$ cat src/rtl/serial_mag_comp.sv
// Bit-serial N-bit unsigned magnitude comparator: walks captured operands MSB-first,
// one bit per clock, and stops at the first differing bit with one-hot result flags.
module serial_mag_comp #(
    parameter int N = 8
) (
    input  logic         clk,
    input  logic         reset,
    input  logic         start,
    input  logic [N-1:0] a,
    input  logic [N-1:0] b,
    output logic         busy,
    output logic         done,
    output logic         a_eq_b,
    output logic         a_lt_b,
    output logic         a_gt_b,
    output logic [1:0]   dbg_state
);

    localparam int CW = (N > 1) ? $clog2(N) : 1;

    typedef enum logic [1:0] {
        IDLE = 2'd0,
        SCAN = 2'd1,
        DONE = 2'd2
    } state_t;

    // Handshake: start is taken on any rising edge where start=1 and busy=0;
    // a and b are captured only on that edge, and done marks the single cycle
    // in which the flags first become valid (they then hold until the next start).
    state_t        state_q;
    logic [N-1:0]  sa_q, sb_q;
    logic [N-1:0]  sa_d, sb_d;
    logic [CW-1:0] cnt_q;
    logic          busy_q, done_q, eq_q, lt_q, gt_q;

    assign sa_d = sa_q << 1;
    assign sb_d = sb_q << 1;

    always_ff @(posedge clk) begin
        if (reset) begin
            state_q <= IDLE;
            sa_q    <= '0;
            sb_q    <= '0;
            cnt_q   <= '0;
            busy_q  <= 1'b0;
            done_q  <= 1'b0;
            eq_q    <= 1'b0;
            lt_q    <= 1'b0;
            gt_q    <= 1'b0;
        end else begin
            case (state_q)
                IDLE, DONE: begin
                    done_q <= 1'b0;
                    if (start) begin
                        sa_q    <= a;
                        sb_q    <= b;
                        cnt_q   <= CW'(N - 1);
                        eq_q    <= 1'b0;
                        lt_q    <= 1'b0;
                        gt_q    <= 1'b0;
                        busy_q  <= 1'b1;
                        state_q <= SCAN;
                    end else begin
                        busy_q  <= 1'b0;
                        state_q <= IDLE;
                    end
                end
                SCAN: begin
                    if (sa_q[N-1] != sb_q[N-1]) begin
                        // The first differing bit alone decides the ordering.
                        gt_q    <= sa_q[N-1];
                        lt_q    <= sb_q[N-1];
                        busy_q  <= 1'b0;
                        done_q  <= 1'b1;
                        state_q <= DONE;
                    end else if (cnt_q == '0) begin
                        eq_q    <= 1'b1;
                        busy_q  <= 1'b0;
                        done_q  <= 1'b1;
                        state_q <= DONE;
                    end else begin
                        sa_q  <= sa_d;
                        sb_q  <= sb_d;
                        cnt_q <= cnt_q - CW'(1);
                    end
                end
                default: begin
                    busy_q  <= 1'b0;
                    done_q  <= 1'b0;
                    state_q <= IDLE;
                end
            endcase
        end
    end

    assign busy      = busy_q;
    assign done      = done_q;
    assign a_eq_b    = eq_q;
    assign a_lt_b    = lt_q;
    assign a_gt_b    = gt_q;
    assign dbg_state = state_q;

endmodule
$ cat config.mk
export PLATFORM = sky130hd
export DESIGN_NAME = serial_mag_comp
export DESIGN_NICKNAME = d
export VERILOG_FILES = /design/src/rtl/serial_mag_comp.sv
export SDC_FILE = /design/constraint.sdc
export NUM_CORES = 1
export LEC_CHECK = 0
export BUFFER_PORTS_ARGS = -buffer_cell sky130_fd_sc_hd__buf_2
export CAP_MARGIN = 20
export CORE_UTILIZATION = 55
export CTS_BUF_LIST = sky130_fd_sc_hd__clkbuf_8
export DETAILED_ROUTE_END_ITERATION = 10
export GPL_TIMING_DRIVEN = 0
export PLACE_DENSITY = 0.83
export SLEW_MARGIN = 20
export SYNTH_ARGS = -nofsm -noshare
export SYNTH_HDL_FRONTEND = slang
export SYNTH_SLANG_ARGS = --single-unit
$ cat constraint.sdc
create_clock -name clk -period 2.1 [get_ports clk]
set_input_delay 0.42 -clock clk [delete_from_list [all_inputs] [get_ports clk]]
set_output_delay 0.42 -clock clk [all_outputs]
set_load 0.1 [all_outputs]
Word level (Yosys, flattened, before mapping). Cells that the tools add are included.

Output and inout bits: 7. Register bits after elaboration: 26. Input port bits: 19. Word-level logic and storage cells: 58.

Add/sub/neg operators: 1. Multiplexer cells: 29. Reduce and logical (&&, ||, !) cells: 9. Equality and inequality tests: 9. Bitwise logic cells: 1.

Operator list (count): $mux W8 (6); $pmux W8 S2 (2); $mux W1 (10); $ne A2 B2 Y1 const B (5); $mux W3 (3); $pmux W1 S2 (4); $reduce_and A4 Y1 (2); $pmux W3 S2 (1); $mux W2 (2); $pmux W2 S2 (1); $reduce_bool A2 Y1 (2); $reduce_or A2 Y1 (2); $logic_not A3 Y1 (1); $ne A3 B3 Y1 const B (1); $reduce_and A3 Y1 (1); $sub A3 B1 Y3 const B (1); $eq A2 B1 Y1 const B (1); $eq A2 B2 Y1 const B (1); $logic_not A2 Y1 (1); $ne A1 B1 Y1 (1); $not A1 Y1 (1).

Longest topological paths before layout. Gate-level depths: netlist of run 1.

Depth in word-level cells: 4. Mapped depth: 7. Gate-level depth less buffers: 6.

Worst setup path before layout of run 1. OpenSTA, ideal clock, no wires.

Kind: register to register. From: register busy (netlist name). To: register gt_q, in the netlist a_gt_b. Path buffers: 2. Period minus slack after synthesis: 2137 ps. Setup time: 131 ps. Arrival: 2006 ps. Slack: -37 ps. Required time: 1969 ps. Cell stages (with the launch flop): 7. Cell sequence: dfxtp_1 > nand2b_1 > buf_4 > buf_4 > o211ai_1 > o21a_1 > nor2_1.

RTL lines: end signal: assignment (line 71) `gt_q <= sa_q[N-1];`; end: declaration (line 34) `logic busy_q, done_q, eq_q, lt_q, gt_q;`.

Worst setup path after layout of run 1.
From: register cnt_q[0]. To: register sa_q[3].

Word-level cells in the longest chain between the ends: 3.

Ends and longest elaborated chain: start: declaration (line 33) `logic [CW-1:0] cnt_q;`; start signal: assignment (line 57) `cnt_q <= CW'(N - 1);`; start signal: assignment (line 84) `cnt_q <= cnt_q - CW'(1);`; $logic_not A3 Y1 (line 76) `end else if (cnt_q == '0) begin`; $ne A2 B2 Y1 (no source line); $reduce_and A4 Y1 (no source line); end signal: assignment (line 42) `sa_q <= '0;`; end signal: assignment (line 55) `sa_q <= a;`; end signal: assignment (line 82) `sa_q <= sa_d;`; end: declaration (line 31) `logic [N-1:0] sa_q, sb_q;`.

Every way passes these cells. A chain may end at the register's enable or synchronous reset.

==> impl_results.md, run 1 <==
- RSZ-0062 raised after global routing: false
- Total gr overflow: 0
- Synth-to-Final Area Change: 17.7%
- Clk_lat worst skew: 270 ps
- Worst hold path class: primary input to register
- Power, Total: 1180 uW
- Worst-margin pin slew: 554 ps
- Clock power share: 24.1%
- First-pass DRT Iterations: 4
- GRT Util Overall: 23.4%
- Clk buf depth: 2
- Reg clk slew, reported paths: 90 ps
- Port Buf Inserts: 24
- Switch share: 34.0%
- Die boundary height: 47.8 um
- Slew headroom: 63.1%
- Slew Limit Fails: 0
- Die width: 47.8 um
- Reg2reg end: sa_q[3]
- CP Capture Type: register
- Largest net degree at the start of global routing: 16
- Hpwl dp: 1820 um
- Max_cap viols: 0
- Final std cells w/o fill: 172
- Worst r2r src: cnt_q[0]
- Wire per inst: 13.9 um
- Setup Skew: 5.87 ps
- Post-cts resize count: 0
- Vias per std cell: 5.68
- Int Power: 782 uW
- Post-synth cell types: 26
- Root buf cell: clkbuf_8
- Hold_buf cts: 0
- Antenna Violating Nets Remaining: 0
- CP Buf/Inv Count: 2
- Worst-path fanout max: 10
- Final Hold Fails: 0
- Stages on worst setup path: 7
- Delay-heaviest family, CP: compound AO/OA/AOI/OAI gates
- Initial antenna violation count: 0
- I/O pin cnt: 26
- Worst Path Arrival: 1910 ps
- Comb pwr share: 28.3%
- Pwr/cell area: 874 nW/um^2
- Starting density of the core: 58.7%
- Status: finished clean
- First-pass GRT wire length: 3770 um
- Cts bufs inserted: 3
- Rows: 16
- Yosys top cell by area: dfxtp_1
- Number of global-route vias before repair: 909
- Sinks on Clock Net: 25
- Yosys warning count: 0
- Initial DRC count: 13
- Core Footprint: 1960 um^2
- Seq/Total Area, Yosys: 43.5%
- Share of the synthesized area in the top cell type: 43.5%
- R2R cell count: 7
- Mapped Avg Cell Area: 9.84 um^2
- Worst path max stage delay: 350 ps
- Fin crit share: 82.4%
- Fmax: 578 MHz
- CP max-delay cell: dfxtp_1
- Nets: 167
- Critical path type: register to register
- Placed instance count: 168
- Critical path cell sequence: inv_1, ha_1, nor2b_1, o31ai_4, buf_4, nor2_1, a211oi_1
- Util after Layout: 69.1%
- Crit path required time: 2280 ps
- Setup Fix Bufs, Post-CTS: 0
- GP Congestion: 0.807
- Critical path startpoint: cnt_q[0]
- Syn nets: 138
- CP Launch Type: register
- Fin Setup TNS: 0 ps
- #FFs+latches synth: 25
- ANT cells: 0
- Share of post-route cells with drive strength above 1: 29.0%
- Synth area leaders: dfxtp_1 (43%), mux2i_1 (12%), a211oi_1 (7.2%)
- Sequential Power Share: 47.5%
- Leading cell type in the layout, fill and taps excluded: buf_2
- DR DRC count: 0
- Switching Power: 403 uW
- CTS tree: built
- Die footprint: 2280 um^2
- CTS H-tree lvls: 1
- Total wire length: 2400 um
- R2r setup slk: 370 ps
- Commonest cells after routing, fill and taps aside: buf_2 (25), dfxtp_1 (24), nor2_1 (21), mux2i_1 (14), a211oi_1 (11)
- Min Clock Period, post-route: 1730 ps
- Mapped Area: 1150 um^2
- VDD IR max: 630 uV
- Mapped Cells: 117
- Final setup viols: 0
- Via count: 977
- Leak Pwr: 0.000624 uW
- Setup crit end: sa_q[3]
sequential cells by signal (all words and copies together) (netlist names):
| signal | count |
|---|---|
| a_eq_b | 1 |
| sb_q | 8 |
| busy | 1 |
| a_gt_b | 1 |
| a_lt_b | 1 |
| sa_q | 8 |
| done | 1 |
| dbg_state | 1 |
| cnt_q | 3 |
worst min-delay path by stage:
stage,start,endpoint,slack (ps),depth (start not counted)
4_1_cts,b[0],sb_q[0],410,3
3_5_place_dp,cnt_q[0],cnt_q[0],450,1
5_1_grt,b[0],sb_q[0],410,3
6_report,a[0],sa_q[0],400,3
3_3_place_gp,cnt_q[0],cnt_q[0],450,1
2_1_floorplan,cnt_q[0],cnt_q[0],440,1
routing by layer:
layer	vias up	routed length [um]	track usage, %
met1	467	999	29.0
met5	-	0	0
met2	28	1270	40.8
li1	478	-	-
met3	4	106	2.64
met4	0	19	10.0
cell families after synthesis:
group	count (synthesis)	share of synthesized area [%]
AND/OR/NAND/NOR	37	14.7
buffers and inverters	11	5.33
flip-flops	25	43.5
adder cells (fa/ha/maj)	2	2.17
XOR/XNOR	1	1.41
multiplexers	14	12.2
AO/OA/AOI/OAI	27	20.8
power groups by stage:
stage	sequential, uW	clock (uW)	combinational (uW)
2_1_floorplan	616	0	219
3_3_place_gp	570	0	323
3_5_place_dp	574	0	335
4_1_cts	563	289	337
5_1_grt	569	303	369
6_report	563	286	335
area by class of cell:
class,count,area (um^2)
Inverter,2,7.51
Sequential cell,25,502
Multi-Input combinational cell,81,589
Clock buffer,3,41.3
Fill cell,170,607
Buffer,9,53.8
Clock inverter,1,7.51
Timing Repair Buffer,24,120
Tap cell,27,33.8
cell usage after synthesis (all sizes together):
library cell	instances
a211oi	15
a21oi	2
a22oi	1
a2bb2oi	2
a311oi	2
a32oi	1
buf	7
clkbuf	2
dfxtp	25
ha	2
inv	2
mux2i	14
nand2	3
nand2b	3
nor2	21
nor2b	4
nor3	6
o211ai	1
o21a	1
o2bb2ai	1
o31ai	1
xor2	1
through the flow:
| step | hold WS, ps | area [um^2] | worst slack [ps] |
|---|---|---|---|
| after floorplan | 437 | 1150 | 21.0 |
| after global placement | 455 | 1310 | 468 |
| after detailed placement | 453 | 1310 | 397 |
| after CTS | 406 | 1360 | 371 |
| after global routing | 410 | 1360 | 212 |
| final | 400 | 1360 | 369 |
tightest hold or removal path: stages:
cell	delay [ps]
buf_2	80
a2bb2oi_1	50
nor2_1	90
Power figures use the tool's default switching activity.
==> run 2: changes to the inputs <==
==> constraint.sdc (replaced) <==
create_clock -name clk -period 1.7 [get_ports clk]
set_input_delay 0.34 -clock clk [delete_from_list [all_inputs] [get_ports clk]]
set_output_delay 0.34 -clock clk [all_outputs]
set_load 0.1 [all_outputs]
==> run 2 against run 1 <==
Compared with the run above:
- hold slack got worse by 86 ps
- highest routed layer unchanged
- largest power group unchanged
- first-iteration DRC count is 77% higher
- global-route usage decreased by 1.1 points
==> impl_results.md, run 2 (synthesis results as in run 1) <==
- Final Hold Fails: 0
- Critical path type: register to register
- Hold Slack: 315 ps
- Commonest cells after routing, fill and taps aside: buf_2 (24), dfxtp_1 (22), nor2_1 (21), mux2i_1 (14), a211oi_2 (8)
- Synth-to-Final Area Change: 24.0%
- Worst path max stage delay: 480 ps
- R2r setup slk: 70 ps
- CP max-delay cell: dfxtp_1
- Starting density of the core: 58.7%
- Cts bufs inserted: 3
- Hold_buf cts: 0
- Largest net degree at the start of global routing: 14
- Post-Layout Inst Area: 1430 um^2
- Critical path startpoint: sa_q[7]
- Reg2reg end: sb_q[7]
- Clk_lat worst skew: 260 ps
- Worst-margin pin slew: 614 ps
- Die boundary height: 47.8 um
- Slew Limit Fails: 0
- DR DRC count: 0
- Pwr/cell area: 1060 nW/um^2
- Sinks on Clock Net: 25
- I/O pin cnt: 26
- Min Clock Period, post-route: 1630 ps
- Area of the multi-input gates: 617 um^2
- Max_cap viols: 0
- RSZ-0062 raised after global routing: true
- Fillcell total: 156
- Crit path required time: 1830 ps
- GRT Util Overall: 22.3%
- First-pass DRT Iterations: 5
- ANT cells: 0
- Setup crit end: sb_q[7]
- Number of global-route vias before repair: 860
- Wire per inst: 14.6 um
- Power, Total: 1510 uW
- Critical path cell sequence: xor2_2, o31ai_4, buf_4, buf_4, a211oi_1
- Leading cell type in the layout, fill and taps excluded: buf_2
- Initial antenna violation count: 0
- Antenna Violating Nets Remaining: 0
- Total wire length: 2570 um
- Die width: 47.8 um
- Top cell by count, worst path: buf_4
- Vias per std cell: 5.53
- Worst r2r src: sa_q[7]
- Worst-path fanout max: 6
- Biggest regs: sa_q (8), sb_q (8), cnt_q (3)
- Initial DRC count: 23
- Worst Path Arrival: 1760 ps
- Fin crit share: 95.7%
- Reg clk slew, reported paths: 90 ps
- Post-DP Area: 1310 um^2
- FF/Latch Area: 507 um^2
- CP Launch Type: register
- Slew headroom: 59.1%
- Final setup viols: 0
- Die footprint: 2280 um^2
- Hpwl dp: 1730 um
- Root buf cell: clkbuf_8
- Core Footprint: 1960 um^2
- Worst hold path class: primary input to register
- Fmax: 614 MHz
- Fin Setup TNS: 0 ps
- Leak Pwr: 0.000662 uW
- VDD IR max: 729 uV
- Setup Skew: 7.80 ps
- GP Congestion: 0.833
- CTS H-tree lvls: 1
- CP Capture Type: register
- Total gr overflow: 0
- First-pass GRT wire length: 3590 um
- Via count: 974
- Clk buf depth: 2
- Nets: 171
- Status: finished clean
- Share of post-route cells with drive strength above 1: 34.9%
- Rows: 16
- Port Buf Inserts: 24
- R2R cell count: 5
- CTS tree: built
==> run 2: per-stage QoR <==
stage	cells	setup slack, ps	utilization, %
floorplan	117	-45.5	-
global placement	168	79.5	66.8
detailed placement	168	32.6	66.8
CTS	172	3.41	69.1
global route	176	-32.3	72.8
finish	176	72.6	72.8
==> run 2: power by group <==
part | total (uW) | leakage (uW) | internal [uW] | switching [uW]
Combinational | 469 | 0.000428 | 183 | 286
Clock | 340 | 0.0000269 | 161 | 179
Sequential | 699 | 0.000208 | 651 | 47.4
==> run 2: metal layers <==
layer | track usage (%) | vias to the layer above | wire [um]
li1 | - | 480 | -
met1 | 29.1 | 475 | 1220
met2 | 39.7 | 17 | 1280
met3 | 2.26 | 2 | 62
met4 | 5.00 | 0 | 8
met5 | 0 | - | 0
==> run 2: critical path, delay by kind of cell, from the launching register on <==
kind | cells | cell delay, ps
buffers and inverters | 2 | 330
DFF | 1 | 480
AOI/OAI and AO/OA | 2 | 490
xor gates and xnor gates | 1 | 190
==> run 2: final cells by class <==
cell class	count	area share (%)
buffer	9	4.47
clock buffer	3	2.89
clock inverter	1	0.263
inverter	2	0.526
multi-input combinational	81	43.2
sequential	25	35.5
tap	27	2.37
timing repair buffer	28	10.8
==> run 2: worst min-delay path by stage <==
| stage | cells past startpoint | slack (ps) | end | startpoint |
|---|---|---|---|---|
| finish | 3 | 310 | sb_q[0] | b[0] |
| floorplan | 1 | 440 | cnt_q[0] | cnt_q[0] |
| CTS | 3 | 310 | sb_q[0] | b[0] |
| detailed placement | 1 | 460 | cnt_q[0] | cnt_q[0] |
| global route | 3 | 310 | sb_q[0] | b[0] |
| global placement | 1 | 450 | cnt_q[0] | cnt_q[0] |
==> run 2: repair_timing <==
action,4_1_cts,5_1_grt
gates resized for setup,0,14
setup buffers,0,2
setup endpoints to repair,0,19
==> run 3: changes to the inputs <==
==> constraint.sdc (replaced) <==
create_clock -name clk -period 1.88 [get_ports clk]
set_input_delay 0.376 -clock clk [delete_from_list [all_inputs] [get_ports clk]]
set_output_delay 0.376 -clock clk [all_outputs]
set_load 0.1 [all_outputs]
==> run 3 against run 2 <==
Compared with the run above:
- global-route usage rose by 1.8 points
- hold slack improved by 30 ps
- setup slack improved by 130 ps
- sequential share of layout area grew 1.6 points
- register-to-register slack better by 130 ps
- critical path depth increased by 2
- via count shrank 1.8%
- largest cell class unchanged
==> impl_results.md, run 3 (synthesis results as in run 1) <==
- Critical path cell sequence: inv_1, ha_1, nor2b_1, o31ai_4, buf_4, nor2_1, a211oi_1
- Fmax: 595 MHz
- Fin crit share: 89.3%
- Vias per std cell: 5.56
- Final Hold Fails: 0
- GRT Util Overall: 24.1%
- Pwr/cell area: 975 nW/um^2
- Port Buf Inserts: 24
- Rows: 16
- RSZ-0062 raised after global routing: false
- Die footprint: 2280 um^2
- Starting density of the core: 58.7%
- Clk buf depth: 2
- Cts bufs inserted: 3
- Placed instance count: 168
- Critical path type: register to register
- Min Clock Period, post-route: 1680 ps
- Pre-CTS WS: 167 ps
- Status: finished clean
- Fin Setup TNS: 0 ps
- Share of post-route cells with drive strength above 1: 29.0%
- Post-cts resize count: 0
- Hold_buf cts: 0
- GP Congestion: 0.811
- Initial DRC count: 16
- Root buf cell: clkbuf_8
- Setup slack after layout: 200 ps
- CP Capture Type: register
- Worst Path Arrival: 1860 ps
- Fillcell total: 167
- Max_cap viols: 0
- Sinks on Clock Net: 25
- Hpwl dp: 1770 um
- VDD IR max: 693 uV
- Reg clk slew, reported paths: 80 ps
- Leak Pwr: 0.000631 uW
- Setup Skew: 1.74 ps
- I/O pin cnt: 26
- CP Buf/Inv Count: 2
- Slew headroom: 62.8%
- Antenna Violating Nets Remaining: 0
- Setup Fix Bufs, Post-CTS: 0
- Delay-heaviest family, CP: compound AO/OA/AOI/OAI gates
- Synth-to-Final Area Change: 17.8%
- Total gr overflow: 0
- Crit path required time: 2060 ps
- Worst hold path class: primary input to register
- ANT cells: 0
- Leading cell type in the layout, fill and taps excluded: buf_2
- Biggest regs: sa_q (8), sb_q (8), cnt_q (3)
- CP max-delay cell: dfxtp_1
- Worst-path fanout max: 10
- Number of global-route vias before repair: 884
- Slew Limit Fails: 0
- CTS tree: built
- Die boundary height: 47.8 um
- CP Launch Type: register
- DR DRC count: 0
- CTS H-tree lvls: 1
- Final std cells w/o fill: 172
- Largest net degree at the start of global routing: 14
- Worst-margin pin slew: 559 ps
- Clk_lat worst skew: 270 ps
- Initial antenna violation count: 0
- Wire per inst: 14.1 um
- Commonest cells after routing, fill and taps aside: buf_2 (25), dfxtp_1 (23), nor2_1 (21), mux2i_1 (14), a211oi_1 (11)
- Via count: 956
- First-pass DRT Iterations: 4
- Die width: 47.8 um
- Worst path max stage delay: 360 ps
- Nets: 167
- First-pass GRT wire length: 3820 um
- Final setup viols: 0
- Core Footprint: 1960 um^2
- Total wire length: 2420 um
-- run 3: cell types whose count changed in the layout (fill, tap and decap cells not counted), sizes merged --
cell  before  now
buf       35   31
-- run 3: layout make-up --
class | instances | area [um^2] | area share (%)
buffer | 9 | 57.6 | 4.24
clock buffer | 3 | 41.3 | 3.04
clock inverter | 1 | 3.75 | 0.277
inverter | 2 | 7.51 | 0.554
multi-input combinational | 81 | 589 | 43.5
sequential | 25 | 503 | 37.1
tap | 27 | 33.8 | 2.49
timing repair buffer | 24 | 120 | 8.86
-- run 3: per-stage QoR --
| stage | hold slack [ps] | total power (uW) | instance area [um^2] | util [%] |
|---|---|---|---|---|
| CTS | 343 | 1320 | 1350 | 68.9 |
| finish | 344 | 1320 | 1360 | 69.1 |
| detailed placement | 456 | 1020 | 1310 | 66.6 |
| floorplan | 437 | 933 | 1150 | - |
| global placement | 454 | 997 | 1310 | 66.6 |
| global route | 342 | 1390 | 1360 | 69.1 |
-- run 3: final timing paths --
| check | depth (start not counted) | start | end | slack [ps] |
|---|---|---|---|---|
| max reg2reg | 7 | cnt_q[0] | sb_q[6] | 200 |
| min reg2reg | 1 | cnt_q[0] | cnt_q[0] | 480 |
| max | 7 | cnt_q[0] | sb_q[6] | 200 |
| min | 3 | b[0] | sb_q[0] | 340 |
-- run 3: power breakdown --
group          switching (uW)  leakage (uW)  internal (uW)
clock                     169     0.0000269            146
sequential               41.7      0.000207            589
combinational             240      0.000396            137
-- run 3: layer usage --
layer | global-route usage [%] | share of wire [%] | vias up | routed length, um
met1 | 31.5 | 44 | 455 | 1070
met4 | 12.8 | 1.9 | 0 | 46
met5 | 0 | 0 | - | 0
li1 | - | - | 474 | -
met2 | 39.2 | 51 | 22 | 1230
met3 | 2.64 | 2.9 | 5 | 71
-- run 3: worst register-to-register path, delay by kind of cell (launching register included) --
family          cells  cell delay (ps)
flops               1              360
buf+inv             2              300
fa+ha+maj           1              180
simple gates        2              250
compound gates      2              490
